**config.mk**
```make
export PLATFORM = sky130hd
export DESIGN_NAME = cfg_frame_writer
export DESIGN_NICKNAME = d
export VERILOG_FILES = /design/src/rtl/cfg_frame_writer.sv
export SDC_FILE = /design/constraint.sdc
export NUM_CORES = 1
export LEC_CHECK = 0
export BUFFER_PORTS_ARGS = -buffer_cell sky130_fd_sc_hd__buf_2
export CORE_ASPECT_RATIO = 1.4
export CORE_MARGIN = 3
export CORE_UTILIZATION = 55
export CTS_BUF_LIST = sky130_fd_sc_hd__clkbuf_4 sky130_fd_sc_hd__clkbuf_8
export DETAILED_ROUTE_END_ITERATION = 8
export GPL_ROUTABILITY_DRIVEN = 0
export GPL_TIMING_DRIVEN = 0
export PLACE_DENSITY = 0.73
export SLEW_MARGIN = 20
export SYNTH_ARGS = -nofsm -noshare
export SYNTH_HDL_FRONTEND = slang
export SYNTH_SLANG_ARGS = --single-unit
```
**constraint.sdc**
```tcl
create_clock -name clk -period 8.46 [get_ports clk]
set_clock_uncertainty 0.05 [all_clocks]
set_input_delay 0.846 -clock clk [delete_from_list [all_inputs] [get_ports clk]]
set_output_delay 0.846 -clock clk [all_outputs]
set_load 0.005 [all_outputs]
```
**src/rtl/cfg_frame_writer.sv**
```systemverilog
`default_nettype none
// ============================================================================
// Module   : cfg_frame_writer
// Purpose  : Parses a byte-stream config frame (sync, address, count, data)
//            and drives one enable/address/data_in write per config bit.
//            Optional trailing XOR checksum: define CFG_FRAME_CRC_EN.
// Revision : 1.0 - initial release
// ============================================================================
module cfg_frame_writer #(
    parameter int ADDR_WIDTH    = 10,
    parameter int ENABLE_CYCLES = 1
) (
    input  logic                  clk,
    input  logic                  reset_n,
    input  logic [7:0]            s_data,
    input  logic                  s_valid,
    output logic                  s_ready,
    input  logic                  abort,
    output logic                  enable,
    output logic [0:ADDR_WIDTH-1] address,
    output logic                  data_in,
    output logic                  busy,
    output logic                  done,
    output logic                  error
);

    localparam int              c_ecw        = (ENABLE_CYCLES > 1) ? $clog2(ENABLE_CYCLES) : 1;
    localparam logic [c_ecw-1:0] c_en_last   = c_ecw'(ENABLE_CYCLES - 1);
    localparam logic [7:0]      c_sync_byte  = 8'hA5;
    localparam logic [16:0]     c_addr_limit = 17'd1 << ADDR_WIDTH;

`ifdef CFG_FRAME_CRC_EN
    typedef enum logic [2:0] {
        S_IDLE   = 3'd0,
        S_HDR    = 3'd1,
        S_LOAD   = 3'd2,
        S_SETUP  = 3'd3,
        S_STROBE = 3'd4,
        S_HOLD   = 3'd5,
        S_DONE   = 3'd6,
        S_CHECK  = 3'd7
    } state_t;
`else
    typedef enum logic [2:0] {
        S_IDLE   = 3'd0,
        S_HDR    = 3'd1,
        S_LOAD   = 3'd2,
        S_SETUP  = 3'd3,
        S_STROBE = 3'd4,
        S_HOLD   = 3'd5,
        S_DONE   = 3'd6
    } state_t;
`endif

    state_t                  state_q, state_d;
    state_t                  w_tail_state;
    logic [1:0]              hdr_cnt_q, hdr_cnt_d;
    logic [15:0]             start_q, start_d;
    logic [7:0]              cnt_hi_q, cnt_hi_d;
    logic [ADDR_WIDTH-1:0]   addr_q, addr_d;
    logic [15:0]             remain_q, remain_d;
    logic [7:0]              shift_q, shift_d;
    logic [2:0]              bit_q, bit_d;
    logic [c_ecw-1:0]        en_cnt_q, en_cnt_d;
    logic                    error_q, error_d;
    logic                    enable_q, enable_d;
    logic                    ready_q, ready_d;
`ifdef CFG_FRAME_CRC_EN
    logic [7:0]              xor_q, xor_d;
`endif

    logic                    w_accept;
    logic [15:0]             w_count;
    logic [16:0]             w_end;
    logic                    w_range_bad;

    assign w_accept    = s_valid && ready_q;
    assign w_count     = {cnt_hi_q, s_data};
    assign w_end       = {1'b0, start_q} + {1'b0, w_count};
    // 17-bit sum so a frame ending exactly at the top of the address space is legal
    assign w_range_bad = ((start_q >> ADDR_WIDTH) != 16'd0) || (w_end > c_addr_limit);

`ifdef CFG_FRAME_CRC_EN
    assign w_tail_state = S_CHECK;
`else
    assign w_tail_state = S_DONE;
`endif

    always_comb begin
        state_d   = state_q;
        hdr_cnt_d = hdr_cnt_q;
        start_d   = start_q;
        cnt_hi_d  = cnt_hi_q;
        addr_d    = addr_q;
        remain_d  = remain_q;
        shift_d   = shift_q;
        bit_d     = bit_q;
        en_cnt_d  = en_cnt_q;
        error_d   = error_q;
`ifdef CFG_FRAME_CRC_EN
        xor_d     = xor_q;
`endif

        case (state_q)
            S_IDLE: begin
                if (w_accept && (s_data == c_sync_byte)) begin
                    error_d   = 1'b0;
                    hdr_cnt_d = 2'd0;
                    state_d   = S_HDR;
`ifdef CFG_FRAME_CRC_EN
                    xor_d     = 8'h00;
`endif
                end
            end
            S_HDR: begin
                if (w_accept) begin
                    hdr_cnt_d = hdr_cnt_q + 2'd1;
                    case (hdr_cnt_q)
                        2'd0:    start_d[15:8] = s_data;
                        2'd1:    start_d[7:0]  = s_data;
                        2'd2:    cnt_hi_d      = s_data;
                        default: begin
                            if (w_range_bad) begin
                                error_d = 1'b1;
                                state_d = S_IDLE;
                            end else if (w_count == 16'd0) begin
                                state_d = w_tail_state;
                            end else begin
                                addr_d   = start_q[ADDR_WIDTH-1:0];
                                remain_d = w_count;
                                state_d  = S_LOAD;
                            end
                        end
                    endcase
                end
            end
            S_LOAD: begin
                if (w_accept) begin
                    shift_d = s_data;
                    bit_d   = 3'd0;
                    state_d = S_SETUP;
`ifdef CFG_FRAME_CRC_EN
                    xor_d   = xor_q ^ s_data;
`endif
                end
            end
            S_SETUP: begin
                en_cnt_d = '0;
                state_d  = S_STROBE;
            end
            S_STROBE: begin
                if (en_cnt_q == c_en_last) begin
                    state_d = S_HOLD;
                end else begin
                    en_cnt_d = en_cnt_q + c_ecw'(1);
                end
            end
            S_HOLD: begin
                addr_d   = addr_q + ADDR_WIDTH'(1);
                remain_d = remain_q - 16'd1;
                bit_d    = bit_q + 3'd1;
                if (remain_q == 16'd1) begin
                    state_d = w_tail_state;
                end else if (bit_q == 3'd7) begin
                    state_d = S_LOAD;
                end else begin
                    state_d = S_SETUP;
                end
            end
            S_DONE: begin
                state_d = S_IDLE;
            end
`ifdef CFG_FRAME_CRC_EN
            S_CHECK: begin
                if (w_accept) begin
                    if (s_data == xor_q) begin
                        state_d = S_DONE;
                    end else begin
                        error_d = 1'b1;
                        state_d = S_IDLE;
                    end
                end
            end
`endif
            default: begin
                state_d = S_IDLE;
            end
        endcase

        // Abort freezes the tile-facing address/data; enable falls because IDLE is not STROBE
        if (abort && (state_q != S_IDLE)) begin
            state_d = S_IDLE;
            error_d = 1'b1;
            addr_d  = addr_q;
            shift_d = shift_q;
            bit_d   = bit_q;
        end

        enable_d = (state_d == S_STROBE);
        ready_d  = (state_d == S_IDLE) || (state_d == S_HDR) || (state_d == S_LOAD);
`ifdef CFG_FRAME_CRC_EN
        ready_d  = ready_d || (state_d == S_CHECK);
`endif
    end

    always_ff @(posedge clk or negedge reset_n) begin
        if (!reset_n) begin
            state_q   <= S_IDLE;
            hdr_cnt_q <= 2'd0;
            start_q   <= 16'd0;
            cnt_hi_q  <= 8'd0;
            addr_q    <= '0;
            remain_q  <= 16'd0;
            shift_q   <= 8'd0;
            bit_q     <= 3'd0;
            en_cnt_q  <= '0;
            error_q   <= 1'b0;
            enable_q  <= 1'b0;
            ready_q   <= 1'b0;
`ifdef CFG_FRAME_CRC_EN
            xor_q     <= 8'h00;
`endif
        end else begin
            state_q   <= state_d;
            hdr_cnt_q <= hdr_cnt_d;
            start_q   <= start_d;
            cnt_hi_q  <= cnt_hi_d;
            addr_q    <= addr_d;
            remain_q  <= remain_d;
            shift_q   <= shift_d;
            bit_q     <= bit_d;
            en_cnt_q  <= en_cnt_d;
            error_q   <= error_d;
            enable_q  <= enable_d;
            ready_q   <= ready_d;
`ifdef CFG_FRAME_CRC_EN
            xor_q     <= xor_d;
`endif
        end
    end

    assign s_ready = ready_q;
    assign enable  = enable_q;
    assign address = addr_q;
    assign data_in = shift_q[bit_q];
    assign busy    = (state_q != S_IDLE);
    assign done    = (state_q == S_DONE);
    assign error   = error_q;

endmodule
`default_nettype wire

```
==> results of run 1 <==
-- stage by stage --
step           area, um^2  hold WS (ns)  utilization
3_5_place_dp         5040         0.443        0.608
2_1_floorplan        4750         0.409            -
4_1_cts              5250         0.278        0.632
6_report             5250         0.286        0.632
3_3_place_gp         5010         0.434        0.604
5_1_grt              5250         0.285        0.632
-- final timing paths --
path | startpoint | end | slack [ns] | cells past startpoint
max | s_data[0] | address[1]$_DFFE_PN0P_ | 4.27 | 12
min | reset_n | enable$_DFF_PN0_ | 0.29 | 1
max reg2reg | start_q[0]$_DFFE_PN0P_ | address[1]$_DFFE_PN0P_ | 4.54 | 11
min reg2reg | shift_q[3]$_DFFE_PN0P_ | shift_q[3]$_DFFE_PN0P_ | 0.46 | 1
max in group asynchronous | reset_n | bit_q[0]$_DFFE_PN0P_ | 7.54 | 2
min in group clk | shift_q[3]$_DFFE_PN0P_ | shift_q[3]$_DFFE_PN0P_ | 0.46 | 1
-- sequential cells by signal, indices dropped and copies added, names as in the netlist --
name / flops
remain_q: 16
start_q: 16
address: 10
cnt_hi_q: 8
shift_q: 8
bit_q: 3
state_q: 3
hdr_cnt_q: 2
enable: 1
error: 1
s_ready: 1
-- power groups by stage --
stage / clock network [mW] / logic [mW] / registers, mW
after detailed placement: 0 / 0.653 / 0.513
after global placement: 0 / 0.635 / 0.508
after CTS: 0.289 / 0.658 / 0.507
final: 0.284 / 0.669 / 0.511
after global routing: 0.302 / 0.744 / 0.522
after floorplan: 0 / 0.512 / 0.478
-- area by class of cell --
type | count | share of cell area
Timing Repair Buffer | 28 | 0.0315
Multi-Input combinational cell | 399 | 0.544
Clock inverter | 7 | 0.0157
Inverter | 20 | 0.0143
Buffer | 20 | 0.0176
Clock buffer | 9 | 0.0236
Tap cell | 102 | 0.0243
Sequential cell | 69 | 0.329
-- worst max-delay path, delay by kind of cell --
kind	cells	cell delay, ns
buffers and inverters	2	0.52
adders and majority gates	2	0.72
and+or+nand+nor	1	0.41
AOI/OAI and AO/OA	7	1.85
-- kinds of logic after synthesis --
family | Yosys count | share of synthesized area
buffers and inverters | 40 | 0.0353
adder cells (fa/ha/maj) | 26 | 0.0701
multiplexers | 36 | 0.0899
AO/OA/AOI/OAI | 146 | 0.226
XOR/XNOR | 10 | 0.0184
flip-flops | 69 | 0.364
AND/OR/NAND/NOR | 181 | 0.196
-- layer usage --
layer	routed length, um	vias to the layer above	track usage
met5	0	-	0
li1	-	2011	-
met2	6510	152	0.477
met1	5470	2107	0.342
met4	451	0	0.136
met3	556	33	0.0320
-- placed cells by master (no fill, tap or decap), types with 5 or more instances in the layout --
| master | instances |
|---|---|
| dfrtp_1 | 69 |
| nand2_1 | 47 |
| a21oi_1 | 35 |
| nand3_1 | 35 |
| mux2_2 | 32 |
| buf_2 | 31 |
| nor2_1 | 30 |
| ha_1 | 25 |
| inv_1 | 20 |
| o21ai_0 | 16 |
| and3_1 | 14 |
| clkbuf_1 | 13 |
| a31oi_1 | 10 |
| nand4_1 | 10 |
| a21o_1 | 9 |
| clkbuf_8 | 9 |
| a211oi_1 | 8 |
| nor4_1 | 8 |
| o211ai_1 | 7 |
| o21ai_1 | 7 |
| nor3_1 | 7 |
| o221ai_1 | 7 |
| xnor2_1 | 6 |
| or3_1 | 5 |
| o22ai_1 | 5 |
| o31a_1 | 5 |
==> qor.yml, run 1 <==
clocking:
  cts_tree: "built"
  numCtsBuffers: 9
  post_cts_resized: 0
  postCtsSetupBuffers: 0
  cts_max_level: 3
  clockRootBuffer: "clkbuf_8"
  clk_pin_slew_ns: 0.08
  cts_sinks: 69
  cts_buffer_depth: 2
  hold_buffers: 0
  worstSkewPairLatency_ns: 0.36
global_route:
  grt_overflow_total: 0
  grt_pass1_wl_mm: 21.2
  track_usage: 0.276
  antenna_found_initial: 0
  grt_pass1_vias: 4095
  grt_max_degree: 57
placed_design:
  dpl.hpwl_mm: 9.54
  io_buffers: 27
  place_inst: 638
  dp_slack_ns: 3.95
sta:
  period_share: 0.495
  setup_ws_ns: 4.27
  setup_violations: 0
  hold_viol: 0
  worstMarginPinSlew_ns: 0.869
  layout_min_cycle_time_ns: 4.19
  setup_tns_ns: 0
  relSlewSlack: 0.416
  fmax_mhz: 239
  rsz0062_at_grt: "false"
  slew_violations: 0
yosys:
  ys_warn_count: 0
  ys_seq_area_frac: 0.364
  avgSynthCellArea_um2: 9.34
  netlist_area_um2: 4750
  synthTopCellsByArea: "dfrtp_1 36%, mux2_2 7.6%, ha_1 6.6%, nand2_1 3.7%, a21oi_1 3.7%"
  synth.most_common_cell: "dfrtp_1"
  synth_fp_nets: 546
  synth_common_cells: "69 x dfrtp_1, 47 x nand2_1, 35 x a21oi_1, 35 x nand3_1, 32 x mux2_2"
  synthesis.instances: 508
  async_flop_share: 1.00
  ys.flop_type: "dfrtp_1"
  synth_edf_count: 0
  synth_cell_type_count: 68
  ys_ff_latch: 69
  yosysTopAreaCell: "dfrtp_1"
  synth_top_cell_area_share: 0.364
worst_setup_path:
  worstSetupStartpointType: "primary input"
  worstSetupPathType: "in2reg"
  worstPathMaxFanout: 10
  arrival_ns: 4.36
  crit_chain: "buf_2, ha_1, fa_1, a211oi_1, o211ai_1, a41o_1, a21o_1, a2111oi_4, nand4_1, buf_2, a31oi_1, o31ai_1"
  critPathRequiredTime_ns: 8.63
  crit_slowest_cell: "a2111oi_4"
  worst_path_largest_cell_delay_ns: 0.49
  worstSetupEndpointType: "flop"
  path_common_cell: "buf_2"
layout:
  num_antenna_cells: 0
  multi_input_area_um2: 2850
  final_layout_size_suffix_gt1_frac: 0.187
  register_area_um2: 1730
  stdcell_count: 654
  fillers: 714
  layout.nets: 585
  syn2layout_area_growth_pct: 10.5
power:
  power_mw: 1.46
  power_leakage_nw: 2.38
  power_frac_comb: 0.457
  intPower_uw: 830
  p_sw_frac: 0.433
  p_sw_uw: 634
  vdd_drop_max_uv: 168
  clockPowerShare: 0.194
  power_frac_seq: 0.349
  powerDensity_nw_per_um2: 279
worst_hold_path:
  hold_class: "in2async"
run:
  cap_violations: 0
outcome:
  outcome: "finished, final reports clean"
floorplan:
  core_um2: 8300
  start_util: 0.572
  ios: 28
  chipHeight_um: 116
  die_area_um2: 9800
  die_w_um: 84.5
  rows: 39
routing:
  detail_route.wl_per_cell_um: 19.9
  drc: 0
  drt_iter0_markers: 354
  vias_per_cell: 6.58
  vias: 4303
  drt-total-wl_mm: 13.0
  detail-route-antenna-nets: 0
  detail_route.first_pass.iterations: 7
Power figures use the tool's default switching activity.
==> run 2: changes to the inputs <==
--- a/config.mk
+++ b/config.mk
@@ -5,6 +5,7 @@
 export SDC_FILE = /design/constraint.sdc
 export NUM_CORES = 1
 export LEC_CHECK = 0
+export ABC_AREA = 1
 export BUFFER_PORTS_ARGS = -buffer_cell sky130_fd_sc_hd__buf_2
 export CORE_ASPECT_RATIO = 1.4
 export CORE_MARGIN = 3
@@ -13,7 +14,7 @@
 export DETAILED_ROUTE_END_ITERATION = 8
 export GPL_ROUTABILITY_DRIVEN = 0
 export GPL_TIMING_DRIVEN = 0
-export PLACE_DENSITY = 0.73
+export PLACE_DENSITY = 0.76
 export SLEW_MARGIN = 20
 export SYNTH_ARGS = -nofsm -noshare
 export SYNTH_HDL_FRONTEND = slang
==> constraint.sdc (replaced) <==
create_clock -name clk -period 3.5 [get_ports clk]
set_clock_uncertainty 0.05 [all_clocks]
set_input_delay 0.35 -clock clk [delete_from_list [all_inputs] [get_ports clk]]
set_output_delay 0.35 -clock clk [all_outputs]
set_load 0.005 [all_outputs]
==> run 2 against run 1 <==
Cell count increased by 29%. Core utilization increased by 0.83 points. First-iteration DRC count decreased by 15%.
==> qor.yml, run 2 <==
sta:
  hold_viol: 0  # unchanged
  setup_tns_ns: 0  # unchanged
  setup_violations: 0  # unchanged
  rsz0062_at_grt: "false"
  setup_ws_ns: 0.617  # -3.66 ns
  fmax_mhz: 347
  layout_min_cycle_time_ns: 2.88
  period_share: 0.824
  slew_violations: 0  # unchanged
  worstMarginPinSlew_ns: 0.615  # -0.253 ns
  relSlewSlack: 0.590  # +0.174
yosys:
  synth_fp_nets: 733  # +34%
  yosys-mux-area-fraction: 0.00414  # -0.0857
  avgSynthCellArea_um2: 6.96  # -26%
  async_flop_share: 1.00  # unchanged
  synth_top_cell_area_share: 0.357  # -0.00687
  synthXorXnorAreaFrac: 0.0235  # +0.00508
  synth.most_common_cell: "nand2_1"
  ys.flop_type: "dfrtp_1"
  synth_common_cells: "214 x nand2_1, 96 x inv_1, 69 x dfrtp_1"
  synth_top_family_by_area: "simple AND/OR/NAND/NOR gates"
  ys_warn_count: 0  # unchanged
  synth-compound-area-share: 0.127  # -0.0994
  synthesis.instances: 695  # +37%
  synthTopCellsByArea: "dfrtp_1 36%, nand2_1 17%, inv_1 7.4%, ha_1 6.5%, o21ai_0 6.4%"
  yosys.area_share.adder: 0.0688  # -0.00132
  ys_seq_area_frac: 0.357  # -0.00687
  synth-simple-area-share: 0.325  # +0.129
  ys_ff_latch: 69  # unchanged
  synth_edf_count: 0  # unchanged
  synth_cell_type_count: 40  # -41%
  yosysTopAreaCell: "dfrtp_1"
  netlist_area_um2: 4840  # +1.9%
clocking:
  cts_sinks: 69  # unchanged
  cts_buffer_depth: 2  # unchanged
  cts_max_level: 3  # unchanged
  clockRootBuffer: "clkbuf_8"
  post_cts_resized: 0  # unchanged
  clk_pin_slew_ns: 0.07  # about the same
  postCtsSetupBuffers: 0  # unchanged
  hold_buffers: 1  # +1
  worstSkewPairLatency_ns: 0.35  # about the same
  numCtsBuffers: 9  # unchanged
  cts_tree: "built"
routing:
  detail_route.first_pass.iterations: 5  # -2
  drt_iter0_markers: 301  # -15%
  detail-route-antenna-nets: 0  # unchanged
  drc: 0  # unchanged
  vias_per_cell: 5.44  # -17%
  drt-total-wl_mm: 11.8  # -9.1%
  detail_route.wl_per_cell_um: 14.0  # -29%
  vias: 4578  # +6.4%
floorplan:
  chipHeight_um: 117  # +0.91%
  core_um2: 8340  # +0.59%
  start_util: 0.580  # +0.00760
  ios: 28  # unchanged
  die_area_um2: 9970  # +1.8%
  die_w_um: 85.3  # +0.89%
  rows: 39  # unchanged
worst_hold_path:
  hold_class: "in2reg"
placed_design:
  placed_area_um2: 5130  # +1.8%
  dpl.hpwl_mm: 9.35  # -2.0%
  io_buffers: 27  # unchanged
  place_inst: 825  # +29%
  dp_slack_ns: 0.514  # -3.44 ns
outcome:
  outcome: "finished, final reports clean"
layout:
  syn2layout_area_growth_pct: 10.5  # about the same
  layout_common_cells: "214 x nand2_1, 96 x inv_1, 69 x dfrtp_1"
  layout.nets: 773  # +32%
  register_area_um2: 1730  # unchanged
  final_layout_size_suffix_gt1_frac: 0.108  # -0.0785
  fillers: 742  # +3.9%
  stdcell_count: 842  # +29%
  multi_input_area_um2: 2660  # -6.9%
  num_antenna_cells: 0  # unchanged
  final_common_cell: "nand2_1"
  postLayoutCellArea_um2: 5350  # +1.9%
power:
  intPower_mw: 2.27  # +170%
  p_sw_frac: 0.454  # +0.0208
  clockPowerShare: 0.160  # -0.034
  p_sw_mw: 1.89  # +200%
  powerDensity_nw_per_um2: 778  # +180%
  vdd_drop_max_uv: 564  # +240%
  power_leakage_nw: 2.80  # +17%
  power_frac_comb: 0.494  # +0.037
  power_mw: 4.16  # +180%
  power_frac_seq: 0.346  # -0.003
worst_setup_path:
  critPathRequiredTime_ns: 3.69  # -4.94 ns
  worstSetupEndpointType: "flop"
  worstSetupPathType: "reg2reg"
  arrival_ns: 3.07  # -1.29 ns
  worstPathMaxFanout: 10  # unchanged
  worstSetupStartpointType: "flop"
global_route:
  grt_overflow_total: 0  # unchanged
  grt_pass1_wl_mm: 19.7  # -6.8%
  antenna_found_initial: 0  # unchanged
  grt_pass1_vias: 4374  # +6.8%
  grt_max_degree: 52  # -8.8%
  track_usage: 0.251  # -0.0251
run:
  cap_violations: 0  # unchanged
==> run 2: cell types whose count changed after synthesis, moves of 18 or more <==
cell and delta:
a21oi_1 -18, o21ai_0 +46, nor2_1 +30, mux2_2 -32
nand2_1 +167, inv_1 +76
==> run 2: kinds of logic after synthesis <==
group	Yosys count
xor gates and xnor gates	13
buffers and inverters	113
muxes	2
AOI/OAI and AO/OA	106
adders and majority gates	26
DFF	69
and+or+nand+nor	366
==> run 2: layout make-up <==
cell class                      count  share of cell area
Clock buffer                       13              0.0300
Multi-Input combinational cell    513               0.497
Tap cell                          102              0.0239
Clock inverter                      3             0.00842
Sequential cell                    69               0.323
Timing Repair Buffer               29              0.0328
Inverter                           98              0.0697
Buffer                             15              0.0157
==> run 2: stage by stage <==
stage	utilization	hold slack, ns
after floorplan	-	0.00441
after global placement	0.611	0.402
after detailed placement	0.615	0.200
after CTS	0.641	0.279
after global routing	0.641	0.318
final	0.641	0.306
==> run 2: critical path, cell delays in order, from the launching register on <==
cell and delay, ns:
dfrtp_1 0.42, ha_1 0.23, fa_1 0.42, nand2_1 0.11
nand2_2 0.08, nand3_1 0.15, nand2_2 0.11, nand2_2 0.07
nand2_1 0.04, nand2_1 0.05, inv_1 0.03, nor2_1 0.09
nand2_1 0.06, nor2_2 0.26, nand2_2 0.12, nand2_4 0.10
nand2_4 0.07, buf_6 0.16, nand2_1 0.08, o21ai_2 0.06
==> run 2: final timing paths <==
check / from / to / slack, ns / cells after the start
worst max-delay path: start_q[0]$_DFFE_PN0P_ / remain_q[13]$_DFFE_PN0P_ / 0.62 / 19
worst min-delay path: abort / bit_q[0]$_DFFE_PN0P_ / 0.31 / 4
worst max register to register: start_q[0]$_DFFE_PN0P_ / remain_q[13]$_DFFE_PN0P_ / 0.62 / 19
worst min register to register: error$_DFFE_PN0P_ / error$_DFFE_PN0P_ / 0.42 / 2
max in group asynchronous: reset_n / cnt_hi_q[7]$_DFFE_PN0P_ / 2.50 / 3
min in group asynchronous: reset_n / bit_q[2]$_DFFE_PN0P_ / 0.36 / 2
==> run 2: per-layer routing <==
| metal | wire length [um] | up-vias | global-route usage | part of all wire |
|---|---|---|---|---|
| met2 | 5900 | 114 | 0.426 | 0.50 |
| met3 | 578 | 32 | 0.0581 | 0.049 |
| met4 | 363 | 0 | 0.119 | 0.031 |
| met5 | 0 | - | 0 | 0 |
| met1 | 4960 | 2112 | 0.301 | 0.42 |
| li1 | - | 2320 | - | - |
==> run 2: power by group through the flow <==
stage	clock network, mW	logic (mW)	registers (mW)
2_1_floorplan	0	1.58	1.37
3_3_place_gp	0	1.98	1.43
3_5_place_dp	0	2.05	1.44
4_1_cts	0.683	2.07	1.43
5_1_grt	0.713	2.40	1.48
6_report	0.664	2.06	1.44
